--- src/rtl/per4_farm.sv ---
// per4_farm: four-worker farm computing 4 x operand on two independent N-bit
// streams. An emitter deals each operand pair round-robin to one of four
// multi-cycle shift workers. A collector drains them in the same order, so
// results leave in input order at one pair per clock with 3 cycles latency.
//
// Ports:
//   res1, res2 : out, N  registered results (4 x num1, 4 x num2)
//   num1, num2 : in,  N  operand streams, sampled every rising edge
//   clk        : in      clock
//   rst        : in      synchronous active-high reset
//
// Config macro: PER4_FARM_SATURATE_EN
//   defined   -> each shift saturates to all-ones, result = min(4*op, 2^N-1)
//   undefined -> result = (4*op) mod 2^N

// One worker: load on select, shift twice, then hold until reselected.
module per4_worker #(
  parameter int N = 8
) (
  input  logic         clk,
  input  logic         rst,
  input  logic         sel,
  input  logic [N-1:0] op1,
  input  logic [N-1:0] op2,
  output logic [N-1:0] a1,
  output logic [N-1:0] a2
);
  // LOAD is the select edge itself; it is never held in the phase register.
  typedef enum logic [1:0] {LOAD, SH1, SH2, DONE} phase_t;

  phase_t       ph, ph_nx;
  logic [N-1:0] a1_nx, a2_nx;

  function automatic logic [N-1:0] shl(input logic [N-1:0] x);
`ifdef PER4_FARM_SATURATE_EN
    // An MSB of 1 would be lost by the shift: clamp instead.
    return x[N-1] ? '1 : {x[N-2:0], 1'b0};
`else
    return {x[N-2:0], 1'b0};
`endif
  endfunction

  always_comb begin
    ph_nx = ph;
    a1_nx = a1;
    a2_nx = a2;
    if (sel) begin
      a1_nx = op1;
      a2_nx = op2;
      ph_nx = SH1;
    end else begin
      case (ph)
        SH1: begin
          a1_nx = shl(a1);
          a2_nx = shl(a2);
          ph_nx = SH2;
        end
        SH2: begin
          a1_nx = shl(a1);
          a2_nx = shl(a2);
          ph_nx = DONE;
        end
        default: ph_nx = ph;
      endcase
    end
  end

  always_ff @(posedge clk) begin
    if (rst) begin
      ph <= DONE;
      a1 <= '0;
      a2 <= '0;
    end else begin
      ph <= ph_nx;
      a1 <= a1_nx;
      a2 <= a2_nx;
    end
  end
endmodule

module per4_farm #(
  parameter int N = 8
) (
  output logic [N-1:0] res1,
  output logic [N-1:0] res2,
  input  logic [N-1:0] num1,
  input  logic [N-1:0] num2,
  input  logic         clk,
  input  logic         rst
);
  logic [1:0]          dp, cp;
  logic [3:0][N-1:0]   wa1, wa2;

  for (genvar k = 0; k < 4; k++) begin : g_w
    per4_worker #(.N(N)) u_w (
      .clk (clk),
      .rst (rst),
      .sel (dp == 2'(k)),
      .op1 (num1),
      .op2 (num2),
      .a1  (wa1[k]),
      .a2  (wa2[k])
    );
  end

  // cp = dp - 3 (mod 4): the collector reaches a worker on the edge after its
  // second shift, which is exactly when that worker is in DONE.
  always_ff @(posedge clk) begin
    if (rst) begin
      dp   <= 2'd0;
      cp   <= 2'd1;
      res1 <= '0;
      res2 <= '0;
    end else begin
      dp   <= dp + 2'd1;
      cp   <= cp + 2'd1;
      res1 <= wa1[cp];
      res2 <= wa2[cp];
    end
  end
endmodule

--- config.mk ---
export PLATFORM = sky130hd
export DESIGN_NAME = per4_farm
export DESIGN_NICKNAME = d
export VERILOG_FILES = /design/src/rtl/per4_farm.sv
export SDC_FILE = /design/constraint.sdc
export NUM_CORES = 1
export LEC_CHECK = 0
export ABC_AREA = 1
export BUFFER_PORTS_ARGS = -buffer_cell sky130_fd_sc_hd__buf_2
export CORE_MARGIN = 5
export CORE_UTILIZATION = 30
export CTS_CLUSTER_DIAMETER = 150
export DETAILED_ROUTE_END_ITERATION = 7
export GPL_ROUTABILITY_DRIVEN = 0
export SYNTH_ARGS = -nofsm -noshare
export SYNTH_HDL_FRONTEND = slang
export SYNTH_HIERARCHICAL = 1
export SYNTH_SLANG_ARGS = --single-unit
--- constraint.sdc ---
create_clock -name clk -period 1.1 [get_ports clk]
set_input_delay 0.055 -clock clk [delete_from_list [all_inputs] [get_ports clk]]
set_output_delay 0.055 -clock clk [all_outputs]
set_load 0.1 [all_outputs]
==> results of run 1 <==
[how the worst max path moves through the flow]
| stage | to | slack [ps] | cells after the start |
|---|---|---|---|
| after floorplan | g_w[2].u_w/a1[7]$_SDFFE_PP0P_ | -40 | 9 |
| after global placement | g_w[2].u_w/a1[6]$_SDFFE_PP0P_ | -160 | 8 |
| after detailed placement | g_w[0].u_w/a1[6]$_SDFFE_PP0P_ | -180 | 8 |
| after CTS | g_w[2].u_w/a2[5]$_SDFFE_PP0P_ | -120 | 8 |
| after global routing | g_w[2].u_w/a2[2]$_SDFFE_PP0P_ | -200 | 8 |
| final | g_w[2].u_w/a1[6]$_SDFFE_PP0P_ | -160 | 7 |
[kinds of logic after synthesis]
logic type / count (synthesis) / synth area share (%)
buf+inv: 193 / 18.9
flops: 92 / 36.5
simple gates: 409 / 36.5
compound gates: 41 / 5.08
fa+ha+maj: 12 / 2.97
[flip-flops by register name, indices dropped and copies added (netlist names)]
name	cells
g_w.u_w/a1	32
g_w.u_w/a2	32
g_w.u_w/ph	8
res1	8
res2	8
cp	2
dp	2
[cell type report]
cell class,count,area (um^2)
timing repair inverter,8,72.6
timing repair buffer,81,950
inverter,153,653
tap,220,275
multi-input combinational,462,2750
clock inverter,2,10.0
sequential,92,1860
clock buffer,14,254
fill,1658,9700
[repair_timing]
item                                    CTS  global route
cloned                                    9             0
hold endpoints to repair                  0             0
pin swaps                                33            20
resized for setup                        94            49
setup buffers                             6             3
endpoints found under the setup margin   74            76
[per-stage QoR]
stage / TNS, ps / hold WS [ps] / cell area [um^2] / utilization [%]
after floorplan: -1560 / 124 / 5190 / -
after global placement: -7570 / 389 / 5830 / 35.3
after detailed placement: -9200 / 393 / 5830 / 35.3
after CTS: -6480 / 10.7 / 6610 / 40.0
after global routing: -11630 / 26.3 / 6820 / 41.3
final: -7790 / 36.5 / 6820 / 41.3
[metal layers]
metal	GRT usage (%)	vias up	routed length (um)
met2	24.7	140	6910
li1	-	2432	-
met4	5.71	0	332
met5	0	-	0
met3	2.95	18	884
met1	21.9	2315	7090
[layout by cell type (no fill, tap or decap), types with 9 or more instances in the layout]
master,instances
nor2_1,16
nand3_1,117
buf_4,24
nand2_2,26
inv_1,132
nand2_1,176
clkbuf_16,9
a21oi_2,17
nand3_2,55
a21oi_1,16
dfxtp_1,83
buf_12,24
buf_2,17
buf_6,13
[report_power, final]
part | internal, uW | switching [uW] | leakage (uW)
clock network | 1590 | 1300 | 0.000131
logic | 1390 | 2160 | 0.00246
registers | 3640 | 267 | 0.000753
total | 6620 | 3720 | 0.00334
[worst reg2reg max path: cells and delay by family, from the launching register on]
| kind | cells | cell delay, ps |
|---|---|---|
| AOI/OAI and AO/OA | 1 | 60 |
| adders and majority gates | 1 | 250 |
| buffers and inverters | 3 | 350 |
| DFF | 1 | 360 |
| and+or+nand+nor | 2 | 130 |
==> qor.yml, run 1 <==
sta:
  fin_ws_ps: -159
  skew_ps: 8.73
  max_slew_margin_pct: 70.9
  rsz0062_at_grt: "yes"
  fin_crit_ps: 1260
  hold_viol_final: 0
  setup_viol_count_final: 72
  maxSlewViolCount: 0
  fin_crit_sh_pct: 114
  fmax_mhz: 794
  worst_pin_slew_ps: 437
final_layout:
  syn2layout_area_growth_pct: 35.1
  final_cells: 1032
  drive_gt1_share_pct: 30.9
  antennaDiodeCount: 0
  nets: 837
routing:
  vias: 4905
  viasPerCell: 4.75
  wl_per_cell_um: 14.7
  drt_pass1_iterations: 5
  route.antenna.remaining_nets: 0
  remaining_drc_errors: 0
  drtIter0Drc: 400
  wirelength_mm: 15.2
synth:
  syn_nets: 777
  synthArstFlopShare_pct: 0
  synth_edf_count: 0
  synth_area_um2: 5050
  synthTopCellsByArea: "dfxtp_1, nand3_1, nand2_1, inv_1, buf_6"
  synth_top_area_share_pct: 36.5
  ys.flop_type: "dfxtp_1"
  synth_warnings: 6
  ys_seq_area_share_pct: 36.5
  yosys.area.top_type: "dfxtp_1"
  avgSynthCellArea_um2: 6.76
  synth_common_cells: "nand2_1, nand3_1, inv_1"
  synth.most_common_cell: "nand2_1"
  ys_ff_latch: 92
  ys_types: 20
  synthCells: 747
clock_network:
  clock-sinks: 92
  clock_latency_ps: 350
  clock_path_buffers: 2
  cts_hold_buf: 0
  htree_num_levels: 3
  cts_tree: "built"
  numCtsBuffers: 9
  path_clk_slew_ps: 60
  cts-root-buf: "clkbuf_16"
setup_path:
  cpMostUsedCell: "buf_6"
  cp-startpoint: "dp[0]$_SDFF_PP0_"
  reg2reg_from: "dp[0]$_SDFF_PP0_"
  r2r_end: "g_w[2].u_w/a1[6]$_SDFFE_PP0P_"
  reg2reg_slack_ps: -160
  end_kind: "register"
  start_kind: "register"
  cp_max_fo: 8
  arrival_ps: 1500
  crit_buf_inv: 3
  critical-path-top-delay-family: "flip-flops"
  crit_type: "register to register"
  slowest_delay_ps: 360
  cp_cell_sequence: "buf_6 > inv_6 > ha_4 > buf_6 > nand2_2 > nand3_2 > a21oi_1"
  crit_slowest_cell: "dfxtp_4"
  cp_data_required_time_ps: 1340
  reg2reg_depth: 7
global_route:
  grt_max_degree: 21
  groute.usage.overall_pct: 15.9
  antenna_found_initial: 0
  grt_pass1_wl_mm: 24.4
  grt_pass1_vias: 4646
  grt-ovfl-total: 0
hold_path:
  hp-class: "primary input to register"
  hold_end: "g_w[1].u_w/a1[0]$_SDFFE_PP0P_"
  whs_path_depth: 3
  hold_start: "num1[0]"
placement:
  placed_cells: 998
  pre_cts_ws_ps: -184
  post-dp-hpwl_mm: 10.1
  port_buffers: 33
run:
  drv_cap: 0
power_and_ir_drop:
  ir_drop_uv: 923
  p_leak_uw: 0.00334
  powerDensity_nw_per_um2: 1520
  power_uw: 10300
floorplan:
  ioPinCount: 34
  dieArea_um2: 19500
  die_w_um: 140
  rows: 47
  core-area_um2: 16500
  initial_core_util_pct: 30.5
  die_h_um: 140
outcome:
  outcome: "finished with violations"
  violations: "setup timing"
Note: power is estimated with default switching activity, not from simulation.
==> run 2, diff against run 1 <==
REMOVE_ABC_BUFFERS = 1   (was not set)
==> run 2 against run 1 <==
The flow still finishes with violations (setup timing). First-iteration DRC count is 16% higher. Worst hold slack lost 19 ps. Die area unchanged. Setup slack better by 28 ps. Flip-flop and latch count unchanged. Core utilization rose by 0.14 points. Via count is 2.2% lower. Final cell count decreased by 0.58%. Global-route usage down 1.6 points. Non-clock buffer count increased by 1. Critical path type unchanged. Critical endpoint is now g_w[0].u_w/a1[3]$_SDFFE_PP0P_. Largest cell class unchanged.
==> qor.yml, run 2 (synthesis gave the netlist of run 1 again) <==
global_route:
  grt-ovfl-total: 0  # unchanged
  groute.usage.overall_pct: 14.3  # -1.6 points
  grt_max_degree: 30  # +43%
  antenna_found_initial: 0  # unchanged
  grt_pass1_wl_mm: 22.8  # -6.6%
  grt_pass1_vias: 4565  # -1.7%
setup_path:
  crit_type: "register to register"
  start_kind: "register"
  critical-path-top-delay-family: "flip-flops"
  reg2reg_from: "dp[0]$_SDFF_PP0_"
  slowest_delay_ps: 400  # +40 ps
  cp_data_required_time_ps: 1390  # +50 ps
  cpMostUsedCell: "nand3_1"
  cp-startpoint: "dp[0]$_SDFF_PP0_"
  arrival_ps: 1520  # +20 ps
  crit_slowest_cell: "dfxtp_4"
  crit_buf_inv: 4  # +1
  end_kind: "register"
  cp_max_fo: 8  # unchanged
  cp_cell_sequence: "inv_4 > ha_4 > inv_8 > buf_12 > nand3_1 > nand3_1 > nand2_1 > inv_1"
run:
  drv_cap: 0  # unchanged
power_and_ir_drop:
  powerDensity_nw_per_um2: 1520  # +0.37%
  ir_drop_uv: 889  # -3.7%
  power_uw: 10400  # +0.71%
  p_leak_uw: 0.00335  # +0.13%
floorplan:
  die_h_um: 140  # unchanged
  initial_core_util_pct: 30.5  # unchanged
  dieArea_um2: 19500  # unchanged
  rows: 47  # unchanged
  core-area_um2: 16500  # unchanged
  ioPinCount: 34  # unchanged
  die_w_um: 140  # unchanged
placement:
  postPlaceCellArea_um2: 5800  # -0.58%
  placed_cells: 1003  # +0.50%
  post-dp-hpwl_mm: 9.94  # -2.0%
  port_buffers: 33  # unchanged
  pre_cts_ws_ps: -264  # -80.3 ps
final_layout:
  layout_common_cells: "nand2_1, inv_1, nand3_1"
  antennaDiodeCount: 0  # unchanged
  nets: 831  # -0.72%
  fillCellCount: 1663  # +0.30%
  syn2layout_area_growth_pct: 35.6
  seq_area_um2: 1860  # +0.13%
  mostFrequentLayoutCell: "nand2_1"
  largestRegisters: "g_w.u_w/a1 x32, g_w.u_w/a2 x32"
  final_cells: 1026  # -0.58%
  stdcell_area_um2: 6840  # +0.33%
  multiInputGateArea_um2: 2800  # +1.8%
  drive_gt1_share_pct: 31.9  # +0.97 points
clock_network:
  cts-root-buf: "clkbuf_16"
  clock_path_buffers: 2  # unchanged
  clock-sinks: 92  # unchanged
  htree_num_levels: 3  # unchanged
  path_clk_slew_ps: 60  # about the same
  clock_latency_ps: 340  # about the same
  cts_hold_buf: 0  # unchanged
  numCtsBuffers: 9  # unchanged
  cts_tree: "built"
routing:
  remaining_drc_errors: 0  # unchanged
  drtIter0Drc: 463  # +16%
  drt_pass1_iterations: 5  # unchanged
  vias: 4795  # -2.2%
  wl_per_cell_um: 14.0  # -4.7%
  viasPerCell: 4.67  # -1.7%
  route.antenna.remaining_nets: 0  # unchanged
  wirelength_mm: 14.4  # -5.3%
outcome:
  outcome: "finished with violations"
  violations: "setup timing"
sta:
  setup_viol_count_final: 68  # -5.6%
  skew_ps: 6.74  # -1.99 ps
  fmax_mhz: 812  # +2.2%
  rsz0062_at_grt: "yes"
  hold_viol_final: 0  # unchanged
  fin_crit_sh_pct: 112  # -2.5 points
  max_slew_margin_pct: 65.6  # -5.3 points
  fin_crit_ps: 1230  # -27.5 ps
  worst_pin_slew_ps: 515  # +78.9 ps
  fin_ws_ps: -131  # +27.5 ps
  maxSlewViolCount: 0  # unchanged
hold_path:
  hold_start: "num1[0]"
  hp-class: "primary input to register"
-- run 2: routing by layer --
metal / wire (um) / global-route usage [%] / up-vias / part of all wire, %
met5: 0 / 0 / - / 0
met4: 220 / 4.08 / 0 / 1.5
met3: 581 / 2.74 / 21 / 4.0
met2: 6650 / 22.4 / 94 / 46
met1: 6970 / 20.0 / 2271 / 48
li1: - / - / 2409 / -
-- run 2: where the power goes --
group	switching, uW	internal [uW]	leakage (uW)
Sequential	284	3640	0.000752
Clock	1250	1720	0.000140
Combinational	2130	1400	0.00246
Total	3660	6760	0.00335
-- run 2: area by class of cell --
class	count	share of cell area [%]
Clock inverter	1	0.0731
Multi-Input combinational cell	462	40.9
Timing Repair inverter	1	0.0914
Clock buffer	15	4.06
Tap cell	220	4.02
Timing Repair Buffer	82	14.3
Sequential cell	92	27.2
Inverter	153	9.42
-- run 2: path summary, 6_finish.rpt --
kind         slack (ps)                             to  cells past startpoint
max reg2reg        -130  g_w[0].u_w/a1[3]$_SDFFE_PP0P_                      8
min                  20  g_w[0].u_w/a1[0]$_SDFFE_PP0P_                      3
max                -130  g_w[0].u_w/a1[3]$_SDFFE_PP0P_                      8
min reg2reg         490  g_w[1].u_w/a2[0]$_SDFFE_PP0P_                      2
-- run 2: metrics by stage --
stage | utilization [%] | TNS, ps | hold slack [ps]
floorplan | - | -24700 | 117
global placement | 35.1 | -10930 | 369
detailed placement | 35.1 | -12310 | 365
CTS | 38.9 | -3110 | 6.47
global route | 41.4 | -8770 | 13.3
finish | 41.4 | -4350 | 17.8
-- run 2: worst min-delay path, cell delays in order --
cell and delay (ps):
buf_2 130, nand2_1 70, a21oi_1 50
-- run 2: repair_timing --
action | in CTS | in global routing
hold endpoints to repair | 0 | 0
endpoints found under the setup margin | 72 | 72
pin swaps | 22 | 27
cloned | 1 | 3
buffers inserted | 1 | 2
resized for setup | 89 | 81
